$ cat config.mk
export PLATFORM = sky130hd
export DESIGN_NAME = csr_mc
export DESIGN_NICKNAME = d
export VERILOG_FILES = /design/src/rtl/csr_mc.sv
export SDC_FILE = /design/constraint.sdc
export NUM_CORES = 1
export LEC_CHECK = 0
export CORE_MARGIN = 3
export CORE_UTILIZATION = 31
export DETAILED_ROUTE_END_ITERATION = 8
export MAX_ROUTING_LAYER = met4
export PLACE_DENSITY = 0.51
export SLEW_MARGIN = 10
export SYNTH_ARGS = -nofsm -noshare
export SYNTH_HDL_FRONTEND = slang
export SYNTH_SLANG_ARGS = --single-unit
$ cat constraint.sdc
create_clock -name clk -period 24.1 [get_ports clk]
set_input_delay 6.025 -clock clk [delete_from_list [all_inputs] [get_ports clk]]
set_output_delay 6.025 -clock clk [all_outputs]
set_load 0.01 [all_outputs]
$ cat src/rtl/csr_mc.sv
// csr_mc: register block for a pulser/acquisition controller, with a read-through port to external RAM.
// Latency: register reads give csr_rvalid 2 cycles after csr_ren; RAMDATA reads wait for ramctl_rvalid or RD_TIMEOUT.
// Backpressure: none. The master holds csr_ren until csr_rvalid; csr_ren is then ignored for one cycle.
// Ports: clk/rst (async active-low assert, two-flop synchronous release); csr_* register bus;
//   ramctl_* RAM read port; pulser_*/ch_en pulser config; dac_gain_ptr/dac_gain gain lookup;
//   acq_* acquisition control; led = {|ch_en, rd_timeout_err, acquisition running}.
// Optional feature: define CSR_MC_EXT_START_EN to accept acq_start_ext through a synchroniser.
module csr_mc #(
  parameter int CSR_ADDR_W   = 8,
  parameter int CSR_DATA_W   = 16,
  parameter int RAM_ADDR_W   = 19,
  parameter int RAM_DATA_W   = 16,
  parameter int CH_N         = 2,
  parameter int PULSER_LEN_W = 8,
  parameter int DAC_DATA_W   = 10,
  parameter int DAC_GAIN_N   = 32,
  parameter int ACQ_LINES_W  = 5,
  parameter int RD_TIMEOUT   = 64
) (
  input  logic                           clk,
  input  logic                           rst,
  input  logic [CSR_ADDR_W-1:0]          csr_addr,
  input  logic                           csr_wen,
  input  logic [CSR_DATA_W-1:0]          csr_wdata,
  input  logic                           csr_ren,
  output logic                           csr_rvalid,
  output logic [CSR_DATA_W-1:0]          csr_rdata,
  output logic [RAM_ADDR_W-1:0]          ramctl_raddr,
  output logic                           ramctl_ren,
  input  logic                           ramctl_rvalid,
  input  logic [RAM_DATA_W-1:0]          ramctl_rdata,
  output logic [CH_N*PULSER_LEN_W-1:0]   pulser_on_len,
  output logic [CH_N*PULSER_LEN_W-1:0]   pulser_off_len,
  output logic [CH_N-1:0]                ch_en,
  input  logic [$clog2(DAC_GAIN_N)-1:0]  dac_gain_ptr,
  output logic [DAC_DATA_W-1:0]          dac_gain,
  output logic                           acq_start,
  input  logic                           acq_start_ext,
  input  logic                           acq_done,
  input  logic                           acq_busy,
  output logic [ACQ_LINES_W-1:0]         acq_lines,
  output logic [2:0]                     led
);

  localparam int A_ID       = 'h00;
  localparam int A_CTRL     = 'h01;
  localparam int A_STATUS   = 'h02;
  localparam int A_ACQLINES = 'h03;
  localparam int A_ON       = 'h10;
  localparam int A_OFF      = 'h18;
  localparam int A_GAIN     = 'h20;
  localparam int A_RAMDATA  = 'hA0;
  localparam int A_RSTRAM   = 'hA1;
  localparam int A_ACQSTART = 'hA2;

  localparam int TMR_W = $clog2(RD_TIMEOUT + 1);
  localparam logic [TMR_W-1:0] TO_LAST = TMR_W'(RD_TIMEOUT - 1);

  localparam logic [1:0] ST_IDLE = 2'd0;
  localparam logic [1:0] ST_REG  = 2'd1;
  localparam logic [1:0] ST_RAMW = 2'd2;
  localparam logic [1:0] ST_HOLD = 2'd3;

  function automatic logic hit(input logic [CSR_ADDR_W-1:0] a, input int v);
    return a == CSR_ADDR_W'(v);
  endfunction

  // Reset asserts immediately but releases only after two clock edges, so
  // every flop below leaves reset on the same edge.
  logic [1:0] rst_pipe;
  logic       rst_sync_n;

  always_ff @(posedge clk or negedge rst) begin
    if (!rst) rst_pipe <= 2'b00;
    else      rst_pipe <= {rst_pipe[0], 1'b1};
  end
  assign rst_sync_n = rst_pipe[1];

  logic [PULSER_LEN_W-1:0] on_len   [CH_N];
  logic [PULSER_LEN_W-1:0] off_len  [CH_N];
  logic [DAC_DATA_W-1:0]   gain_tbl [DAC_GAIN_N];
  logic [1:0]              state;
  logic [CSR_ADDR_W-1:0]   rd_addr;
  logic [TMR_W-1:0]        timer;
  logic [CSR_DATA_W-1:0]   rd_mux;
  logic                    rd_timeout_err;
  logic                    ext_seen;
  logic                    ext_rise;
  logic                    raddr_rst_pend;
  logic                    led_acq;

  logic wr_status, wr_rstram, wr_acqstart;
  logic ram_done, ram_to;
  logic start_fire;

  assign wr_status   = csr_wen && hit(csr_addr, A_STATUS);
  assign wr_rstram   = csr_wen && hit(csr_addr, A_RSTRAM);
  assign wr_acqstart = csr_wen && hit(csr_addr, A_ACQSTART);

  // A RAM read ends either with data or with the timeout; data wins a tie.
  assign ram_done = (state == ST_RAMW) && ramctl_rvalid;
  assign ram_to   = (state == ST_RAMW) && !ramctl_rvalid && (timer == TO_LAST);

`ifdef CSR_MC_EXT_START_EN
  logic [2:0] ext_sync;
  always_ff @(posedge clk or negedge rst_sync_n) begin
    if (!rst_sync_n) ext_sync <= 3'b000;
    else             ext_sync <= {ext_sync[1:0], acq_start_ext};
  end
  assign ext_rise = ext_sync[1] & ~ext_sync[2];
`else
  logic unused_ext;
  assign unused_ext = acq_start_ext;
  assign ext_rise   = 1'b0;
`endif

  // Writable configuration registers; bits above each field width are dropped.
  always_ff @(posedge clk or negedge rst_sync_n) begin
    if (!rst_sync_n) begin
      ch_en     <= '0;
      acq_lines <= '0;
      for (int c = 0; c < CH_N; c++) begin
        on_len[c]  <= '0;
        off_len[c] <= '0;
      end
      for (int g = 0; g < DAC_GAIN_N; g++) gain_tbl[g] <= '0;
    end else if (csr_wen) begin
      if (hit(csr_addr, A_CTRL))     ch_en     <= CH_N'(csr_wdata);
      if (hit(csr_addr, A_ACQLINES)) acq_lines <= ACQ_LINES_W'(csr_wdata);
      for (int c = 0; c < CH_N; c++) begin
        if (hit(csr_addr, A_ON + c))  on_len[c]  <= PULSER_LEN_W'(csr_wdata);
        if (hit(csr_addr, A_OFF + c)) off_len[c] <= PULSER_LEN_W'(csr_wdata);
      end
      for (int g = 0; g < DAC_GAIN_N; g++)
        if (hit(csr_addr, A_GAIN + g)) gain_tbl[g] <= DAC_DATA_W'(csr_wdata);
    end
  end

  for (genvar c = 0; c < CH_N; c++) begin : g_len
    assign pulser_on_len[c*PULSER_LEN_W +: PULSER_LEN_W]  = on_len[c];
    assign pulser_off_len[c*PULSER_LEN_W +: PULSER_LEN_W] = off_len[c];
  end

  // Sticky status bits: a new event in the same cycle as a clear keeps the bit set.
  always_ff @(posedge clk or negedge rst_sync_n) begin
    if (!rst_sync_n) begin
      rd_timeout_err <= 1'b0;
      ext_seen       <= 1'b0;
    end else begin
      if (ram_to)                        rd_timeout_err <= 1'b1;
      else if (wr_status && csr_wdata[2]) rd_timeout_err <= 1'b0;
      if (ext_rise)                      ext_seen <= 1'b1;
      else if (wr_status && csr_wdata[1]) ext_seen <= 1'b0;
    end
  end

  always_comb begin
    rd_mux = '0;
    if (hit(rd_addr, A_ID))       rd_mux = CSR_DATA_W'(16'hC5A2);
    if (hit(rd_addr, A_CTRL))     rd_mux = CSR_DATA_W'(ch_en);
    if (hit(rd_addr, A_STATUS))   rd_mux = CSR_DATA_W'({rd_timeout_err, ext_seen, acq_busy});
    if (hit(rd_addr, A_ACQLINES)) rd_mux = CSR_DATA_W'(acq_lines);
    for (int c = 0; c < CH_N; c++) begin
      if (hit(rd_addr, A_ON + c))  rd_mux = CSR_DATA_W'(on_len[c]);
      if (hit(rd_addr, A_OFF + c)) rd_mux = CSR_DATA_W'(off_len[c]);
    end
    for (int g = 0; g < DAC_GAIN_N; g++)
      if (hit(rd_addr, A_GAIN + g)) rd_mux = CSR_DATA_W'(gain_tbl[g]);
  end

  // Read FSM. HOLD swallows one cycle of csr_ren so a master that drops ren
  // a cycle late does not trigger a second read.
  always_ff @(posedge clk or negedge rst_sync_n) begin
    if (!rst_sync_n) begin
      state      <= ST_IDLE;
      rd_addr    <= '0;
      timer      <= '0;
      csr_rvalid <= 1'b0;
      csr_rdata  <= '0;
      ramctl_ren <= 1'b0;
    end else begin
      csr_rvalid <= 1'b0;
      ramctl_ren <= 1'b0;
      case (state)
        ST_IDLE: begin
          if (csr_ren) begin
            rd_addr <= csr_addr;
            timer   <= '0;
            if (hit(csr_addr, A_RAMDATA)) begin
              ramctl_ren <= 1'b1;
              state      <= ST_RAMW;
            end else begin
              state <= ST_REG;
            end
          end
        end
        ST_REG: begin
          csr_rvalid <= 1'b1;
          csr_rdata  <= rd_mux;
          state      <= ST_HOLD;
        end
        ST_RAMW: begin
          if (ramctl_rvalid) begin
            csr_rvalid <= 1'b1;
            csr_rdata  <= CSR_DATA_W'(ramctl_rdata);
            state      <= ST_HOLD;
          end else if (timer == TO_LAST) begin
            csr_rvalid <= 1'b1;
            csr_rdata  <= CSR_DATA_W'(16'hDEAD);
            state      <= ST_HOLD;
          end else begin
            timer <= timer + TMR_W'(1);
          end
        end
        default: state <= ST_IDLE;
      endcase
    end
  end

  // RAM read pointer. A pointer reset requested mid-read is parked until the
  // read finishes so the outstanding RAM access sees a stable address.
  always_ff @(posedge clk or negedge rst_sync_n) begin
    if (!rst_sync_n) begin
      ramctl_raddr   <= '0;
      raddr_rst_pend <= 1'b0;
    end else if (state == ST_RAMW) begin
      if (ram_done || ram_to) begin
        raddr_rst_pend <= 1'b0;
        if (raddr_rst_pend || wr_rstram) ramctl_raddr <= '0;
        else if (ram_done)               ramctl_raddr <= ramctl_raddr + RAM_ADDR_W'(1);
      end else if (wr_rstram) begin
        raddr_rst_pend <= 1'b1;
      end
    end else if (wr_rstram) begin
      ramctl_raddr <= '0;
    end
  end

  always_ff @(posedge clk or negedge rst_sync_n) begin
    if (!rst_sync_n) dac_gain <= '0;
    else if (int'(dac_gain_ptr) < DAC_GAIN_N) dac_gain <= gain_tbl[dac_gain_ptr];
    else dac_gain <= '0;
  end

  // Any start source collapses into one pulse; no pulse while busy or
  // directly after a pulse.
  assign start_fire = ((wr_acqstart && csr_wdata[0]) || ext_rise) && !acq_busy && !acq_start;

  always_ff @(posedge clk or negedge rst_sync_n) begin
    if (!rst_sync_n) begin
      acq_start <= 1'b0;
      led_acq   <= 1'b0;
    end else begin
      acq_start <= start_fire;
      if (start_fire)    led_acq <= 1'b1;
      else if (acq_done) led_acq <= 1'b0;
    end
  end

  assign led = {|ch_en, rd_timeout_err, led_acq};

endmodule

==> out/results.tsv <==
metric	value	unit
fill_cells	7301	
cts_max_level	2	
hold_viol_final	0	
synth.ff_latch_count	429	
syn_nets	2016	
synthFlopType	dfrtp_1	
synth_cells	1957	
die_area	79000	um^2
drt-initial-drc-count	1764	
post_cts_resized	0	
clk_latency	0.62	ns
antenna_found_initial	5	
synthTopCellsByArea	dfrtp_1, mux2_2, mux4_2, nand2_1, nor2_1	
tightest_slew	1.08	ns
nets	2095	
syn2layout_area_growth	16.9	%
grt-ovfl-total	0	
post-route-period-util	35.6	%
yosysUniqueCellTypes	86	
setup_tns	0	ns
clk_pin_slew	0.06	ns
holdWs	0.352	ns
row_count	100	
cts_tree	yes	
yosysTopAreaCell	dfrtp_1	
p_leak	12.1	nW
crit_type	in2reg	
endpoint_kind	flop	
async_flop_share	100	%
hold_buffers	0	
yosysWarnings	0	
max_freq	116	MHz
peakVddDrop	0.0609	mV
viasPerCell	5.99	
critPathMaxFanout	12	
drive_gt1_share	31.5	%
vias	18261	
numPortBuffers	135	
gp_congestion	0.927	
die_x	281	um
grt_pass1_wl	134000	um
cts_inserted_buffers	52	
cts_buffer_depth	3	
cts_num_sinks	429	
placed_area	25700	um^2
synth_most_common_cell	dfrtp_1	
post_drt_wl_per_cell	30.1	um
hold_class	reg2reg	
netlist_area	23400	um^2
core_area	74700	um^2
grt_pass1_vias	18614	
ys_seq_area_share	45.8	%
dieHeight	281	um
synth_common_cells	dfrtp_1, mux2_2, nand2_1	
status	finished clean	
worstPathRequired	24.56	ns
fin_crit	8.59	ns
hpwl	62300	um
slew_headroom	27.7	%
maxCapViolations	0	
grt_max_degree	169	
rsz0062_at_grt	no	
ant_nets	0	
cts-root-buf	clkbuf_16	
io_pins	143	
grt_usage	23.8	%
fin_area	27400	um^2
cellPowerDensity	88.9	nW/um^2
worst_setup_path_start_kind	primary input	
syn_avg_cell_area	12.0	um^2
cts_setup_buffers	0	
clock_skew	0.0286	ns
setup_viol	0	
worstPathArrival	9.05	ns
initial_core_util	31.4	%
synth-edff-count	0	
drc	0	
drt_wl_total	91700	um
finalMaxSlewViolations	0	
synth_top_area_share	45.8	%
dr.pass1.iters	5	
==> sequential cells by signal (all words and copies together) (netlist names) <==
name and cells:
timer 7, state 2, led_acq 1, acq_start 1
gain_tbl 320, dac_gain 10, csr_rdata 16, raddr_rst_pend 1
ramctl_ren 1, ch_en 2, ramctl_raddr 19, pulser_on_len 16
acq_lines 5, pulser_off_len 16, rd_addr 8, csr_rvalid 1
rd_timeout_err 1, rst_pipe 2
==> metal layers <==
layer / wire [um] / vias up / GRT usage, %
met5: 0 / - / -
met4: 3390 / 0 / 8.31
met3: 6940 / 191 / 4.39
met2: 43700 / 792 / 37.6
met1: 37700 / 9696 / 30.6
li1: - / 7582 / -
==> cell type report <==
cell class | count | area, um^2 | area share (%)
multi-input combinational | 1352 | 12000 | 43.7
sequential | 429 | 10700 | 39.2
timing repair buffer | 178 | 1670 | 6.09
clock buffer | 85 | 1590 | 5.78
tap | 969 | 1210 | 4.42
clock inverter | 10 | 113 | 0.411
inverter | 23 | 86.3 | 0.315
antenna | 4 | 10.0 | 0.0365
==> worst paths after layout <==
kind	from	endpoint	slack, ns	cells past startpoint
hold / removal	rst_pipe[0]	rst_pipe[1]	0.35	0
hold reg to reg	rst_pipe[0]	rst_pipe[1]	0.35	0
min in group asynchronous	rst_pipe[1]	dac_gain[6]	0.41	0
max in group asynchronous	rst	rst_pipe[1]	18.40	1
setup / recovery	csr_addr[3]	ramctl_raddr[16]	15.51	8
setup reg to reg	rd_addr[0]	csr_rdata[6]	19.84	8
==> placed cells by master, fill, tap and decap left out, drive strengths merged, types with 17 or more instances in the layout <==
cell	Yosys	final
a21oi	64	64
a22oi	17	17
a31oi	21	21
buf	58	48
clkbuf	95	85
clkdlybuf4s50	0	130
dfrtp	429	429
inv	23	26
mux2	398	398
mux2i	29	29
mux4	107	107
nand2	119	119
nand3	55	55
nor2	114	114
nor2b	30	30
nor3	28	28
o21ai	81	81
o22ai	26	26
==> critical path, cell delays in order <==
cell	delay (ns)
clkdlybuf4s50_1	0.68
or3b_1	0.70
o31ai_2	0.56
a22o_1	0.45
and4_1	0.31
nand3_1	0.11
xor2_1	0.14
nor2_1	0.06
==> stage by stage <==
| step | setup WS [ns] | utilization, % | total power, mW | std cells |
|---|---|---|---|---|
| after detailed placement | 14.91 | 34.4 | 1.64 | 2951 |
| after global routing | 15.38 | 36.7 | 2.52 | 3049 |
| after global placement | 14.91 | 34.4 | 1.63 | 2951 |
| after floorplan | 11.26 | - | 1.30 | 1957 |
| after CTS | 15.56 | 36.7 | 2.43 | 3046 |
| final | 15.51 | 36.7 | 2.44 | 3050 |
==> logic make-up (layout without fill, tap and decap cells) <==
logic type,count (synthesis),after routing,synth area share (%)
xor+xnor,18,18,0.672
compound gates,350,350,10.1
buf+inv,176,296,3.11
other cells,1,5,0.0160
mux,534,534,30.6
flops,429,429,45.8
fa+ha+maj,6,6,0.320
simple gates,443,443,9.33
==> power breakdown <==
part	switching, mW	internal [mW]
Sequential	0.0951	0.779
Clock	0.330	0.460
Combinational	0.514	0.259
No activity file was read; power rests on OpenSTA's default activity.
